<file path="src/rtl/regfile_scoreboard.sv">
// Two-read / one-write register file with a per-register pending scoreboard and issue stall.
// Defining RF_DEBUG_PORT_EN adds a side-effect-free debug read port and a write trace.
module regfile_scoreboard #(
   parameter int DATA_W = 32,
   parameter int ADDR_W = 5,
   parameter bit BYPASS = 1'b1
) (
   input  logic              clk,
   input  logic              rst,
   input  logic [ADDR_W-1:0] rs,
   input  logic [ADDR_W-1:0] rt,
   output logic [DATA_W-1:0] ReadData1,
   output logic [DATA_W-1:0] ReadData2,
   output logic              busy1,
   output logic              busy2,
   input  logic              issue_valid,
   input  logic              issue_we,
   input  logic [ADDR_W-1:0] issue_rd,
   output logic              stall,
   input  logic              WB_RegWrite,
   input  logic [ADDR_W-1:0] wb_rd,
   input  logic [DATA_W-1:0] writedata,
   output logic [ADDR_W:0]   pending_cnt
`ifdef RF_DEBUG_PORT_EN
   ,
   input  logic [ADDR_W-1:0] dbg_addr,
   output logic [DATA_W-1:0] dbg_data,
   output logic              dbg_pending
`endif
);

   localparam int DEPTH = 2**ADDR_W;

   logic [DATA_W-1:0] regs [DEPTH];
   logic [DEPTH-1:0]  pending;
   logic [ADDR_W:0]   cnt;
   logic              wb_fire;
   logic              issue_fire;
   logic              hit1;
   logic              hit2;
   logic              cnt_inc;
   logic              cnt_dec;

   // A writeback in flight to a read register both forwards its data and resolves the hazard,
   // but only when bypass exists; pending[0] is never set, so address 0 is never busy.
   always_comb begin
      wb_fire    = WB_RegWrite && (wb_rd != '0);
      hit1       = wb_fire && (wb_rd == rs);
      hit2       = wb_fire && (wb_rd == rt);
      busy1      = pending[rs] && !(BYPASS && hit1);
      busy2      = pending[rt] && !(BYPASS && hit2);
      ReadData1  = (rs == '0) ? '0 : ((BYPASS && hit1) ? writedata : regs[rs]);
      ReadData2  = (rt == '0) ? '0 : ((BYPASS && hit2) ? writedata : regs[rt]);
      stall      = issue_valid && (busy1 || busy2);
      issue_fire = issue_valid && issue_we && (issue_rd != '0) && !stall;
      cnt_inc    = issue_fire && !pending[issue_rd];
      cnt_dec    = wb_fire && pending[wb_rd] && !(issue_fire && (issue_rd == wb_rd));
   end

   // The issue set is written after the writeback clear so a new producer wins on the same register.
   always_ff @(posedge clk) begin
      if (rst) begin
         for (int i = 0; i < DEPTH; i++) begin
            regs[i] <= '0;
         end
         pending <= '0;
         cnt     <= '0;
      end else begin
         if (wb_fire) begin
            regs[wb_rd]    <= writedata;
            pending[wb_rd] <= 1'b0;
         end
         if (issue_fire) begin
            pending[issue_rd] <= 1'b1;
         end
         cnt <= cnt + (ADDR_W+1)'(cnt_inc) - (ADDR_W+1)'(cnt_dec);
      end
   end

   assign pending_cnt = cnt;

`ifdef RF_DEBUG_PORT_EN
   assign dbg_data    = (dbg_addr == '0) ? '0 : regs[dbg_addr];
   assign dbg_pending = pending[dbg_addr];

   always @(posedge clk) begin
      if (!rst && wb_fire) begin
         $display("reg:$%0d<=%h", wb_rd, writedata);
      end
   end
`endif

endmodule

</file>
<file path="config.mk">
export PLATFORM = sky130hd
export DESIGN_NAME = regfile_scoreboard
export DESIGN_NICKNAME = d
export VERILOG_FILES = /design/src/rtl/regfile_scoreboard.sv
export SDC_FILE = /design/constraint.sdc
export NUM_CORES = 2
export LEC_CHECK = 0
export ABC_CLOCK_PERIOD_IN_PS = 4400
export BUFFER_PORTS_ARGS = -buffer_cell sky130_fd_sc_hd__buf_2
export CAP_MARGIN = 15
export CORE_ASPECT_RATIO = 0.8
export CORE_MARGIN = 4
export CORE_UTILIZATION = 45
export CTS_CLUSTER_DIAMETER = 30
export DETAILED_ROUTE_END_ITERATION = 10
export PLACE_DENSITY = 0.68
export SETUP_SLACK_MARGIN = 0.05
export SYNTH_ARGS = -nofsm -noshare
export SYNTH_HDL_FRONTEND = slang
export SYNTH_SLANG_ARGS = --single-unit
</file>
<file path="constraint.sdc">
create_clock -name clk -period 4.4 [get_ports clk]
set_input_delay 0.66 -clock clk [delete_from_list [all_inputs] [get_ports clk]]
set_output_delay 0.66 -clock clk [all_outputs]
set_load 0.1 [all_outputs]
</file>
==> run summary <==
Final Max Tran Viols -> 0
Routed WL -> 199,700 um
Non-Filler Instances -> 5,844
RSZ-0062 raised after global routing -> false
CORE AREA -> 127,800 sq um
Critical Path RT -> 3.74 ns
crit path capture type -> output port
status -> finished clean
Worst Skew -> 0.02135 ns
most frequent cell after synthesis -> edfxtp_1
Avg Cell Area, Syn -> 15.27 sq um
Layout area overhead -> 19.22%
# H-tree levels -> 4
Placement Rows -> 117
Mapped Cells -> 3,809
design area -> 69,330 sq um
clk slew on worst S/H paths -> 0.04 ns
Buf/Inv on CP -> 4
vias in the first global route -> 38,050
Netlist Area Pre-Place -> 58,150 sq um
layout cells sized above 1 -> 33.75%
Int Power -> 0.02310 W
Fin Hold WS -> 0.4405 ns
Placed Instance Area -> 62,910 sq um
GPL Wtd Cong -> 0.9264
antenna-violating nets left -> 0
hpwl dp -> 120,100 um
sw frac -> 26.41%
post_cts resized -> 0
peak supply drop -> 0.0004085 V
Area contributors post-synth -> edfxtp_1 53%, mux4_2 24%, and2_1 11%
final setup vio count -> 0
Root Driver -> clkbuf_16
GRT Util Overall -> 29.49%
setup bufs post-CTS -> 0
count of state elements after synthesis -> 1,062
PortBufs -> 129
Reg power frac -> 38.1%
CP max stage delay -> 0.66 ns
total of fill cells in the finished design -> 9,986
# IOs -> 130
Yosys top cell area share -> 52.88%
CTS tree -> done
area of the multi-input gates -> 25,240 sq um
Most used DFF post-synth -> edfxtp_1
grt total ovfl -> 0
first-pass GRT wire length -> 282,400 um
CP Launch Type -> input pin
Worst path top cell family by delay -> compound AO/OA/AOI/OAI gates
Critical Path AT -> 3.54 ns
largest net degree at the start of global routing -> 100
Post-synth top cells -> 1,024 x edfxtp_1, 996 x and2_1, 617 x mux4_2
Overall Power -> 0.03139 W
First-pass DRT Iterations -> 7
die area -> 135,100 sq um
number of synthesized flops with an enable pin -> 1,024
WL per Instance -> 34.17 um
most frequent CP cell -> a211oi_1
Final Cycle Share -> 95.50%
clock power share -> 47.2%
Inst Count DP -> 5,497
largest area contributor in the netlist -> edfxtp_1
ys async rst share -> 0%
Leak -> 24.19 nW
sequential standard cell area -> 31,510 sq um
Die H -> 329.5 um
DRT iter0 DRCs -> 6,599
Sink Count -> 1,062
cts-stage hold buffer count -> 0
Final Hold Fails -> 0
drt via density -> 6.589
Switch Pwr -> 0.008291 W
Synth warnings -> 0
Die Span X -> 409.9 um
number of distinct library cells after synthesis -> 49
CP Class -> input pin to output port
layout net count -> 4,022
CP max stage cell -> a211oi_1
top fanout value on the critical path -> 37
TritonCTS Buffers -> 184
initial antenna violation count -> 24
Slew @ Worst Pin -> 1.099 ns
Hold/Removal Path Class -> input pin to register
worst path cell trace -> buf_8 > buf_12 > buf_4 > mux4_2 > nor2b_1 > a211oi_1 > a211oi_1 > a211oi_1 > nor3_2 > buf_12
Fmax -> 0.2380 GHz
Final Core Density -> 54.25%
drt drc -> 0
Vias -> 38,510
Initial Util -> 45.50%
PwrDens -> 452.8 nW/um^2
Logic pwr share -> 14.7%
Bufs on Longest Clock Path -> 3
Max-slew headroom -> 26.70%
crit path time final -> 4.202 ns
Max-cap violations -> 0
register area share after synthesis -> 54.19%
Clock Latency Late Sink -> 0.79 ns
-- area by class of cell --
type / instances / share of cell area [%]
flip-flops and latches: 1062 / 45.45
multi-input cells: 2322 / 36.40
clock buffers: 216 / 7.041
repair buffers: 346 / 5.552
well taps: 1725 / 3.113
clock inverters: 122 / 2.180
inverters: 42 / 0.2274
diodes: 9 / 0.03249
-- tightest hold or removal path, cell delays in order --
cell and delay [ns]:
buf_2 0.21, nor3_1 0.13, nand4_1 0.09, o21ai_0 0.07
-- routing by layer --
metal / vias up / share of wire, % / track usage, % / wire (um)
met1: 19560 / 38 / 42.21 / 75570
met3: 474 / 16 / 11.56 / 32890
met4: 8 / 3.6 / 10.39 / 7268
met5: - / 0.027 / 0 / 54
li1: 15050 / - / - / -
met2: 3407 / 42 / 40.99 / 83890
-- flip-flops by register name, indices dropped and copies added (netlist names) --
register,count
regs,1024
pending_cnt,6
pending,32
-- cell families (layout without fill, tap and decap cells) --
logic type               after synthesis  in the layout  synth area share (%)
AND/OR/NAND/NOR                     1310           1310                 13.35
flip-flops                          1062           1062                 54.19
multiplexers                         727            727                 25.81
buffers and inverters                456            726                 3.497
AO/OA/AOI/OAI                        226            226                 2.690
XOR/XNOR                              20             20                0.3012
adder cells (fa/ha/maj)                7              7                0.1635
other                                  1             41              0.006449
-- power by group through the flow --
| stage | Sequential [W] | Clock, W | Combinational, W |
|---|---|---|---|
| 2_1_floorplan | 0.0121 | 0 | 0.00285 |
| 3_3_place_gp | 0.0121 | 0 | 0.00451 |
| 4_1_cts | 0.0119 | 0.0149 | 0.00454 |
| 6_report | 0.0120 | 0.0148 | 0.00461 |
| 3_5_place_dp | 0.0121 | 0 | 0.00453 |
| 5_1_grt | 0.0120 | 0.0154 | 0.00472 |
-- metrics by stage --
stage | TNS [ns] | setup WS [ns]
after floorplan | -0.8645 | -0.4322
after global placement | 0 | 0.2302
after detailed placement | 0 | 0.2786
after CTS | 0 | 0.2757
after global routing | 0 | 0.1912
final | 0 | 0.1980
-- layout by cell type, fill, tap and decap left out, types with 32 or more instances in the layout --
master	count
mux4_2	617
conb_1	32
buf_2	68
dfxtp_1	38
inv_1	37
nor2_1	82
nor2b_1	38
mux2i_1	103
nor3_2	35
buf_4	160
a211oi_1	98
nand2_1	48
and2_1	996
nand4_1	33
buf_12	110
edfxtp_1	1024
clkbuf_16	189
-- path summary, 6_finish.rpt --
kind	from	endpoint	slack, ns	depth (start not counted)
min reg2reg	pending[3]$_SDFF_PP0_	pending[3]$_SDFF_PP0_	0.52	2
min	issue_rd[2]	pending[2]$_SDFF_PP0_	0.44	4
max reg2reg	pending[30]$_SDFF_PP0_	pending_cnt[4]$_SDFF_PP0_	0.88	15
max	rt[1]	ReadData2[13]	0.20	10
(Power assumes the default switching activity.)
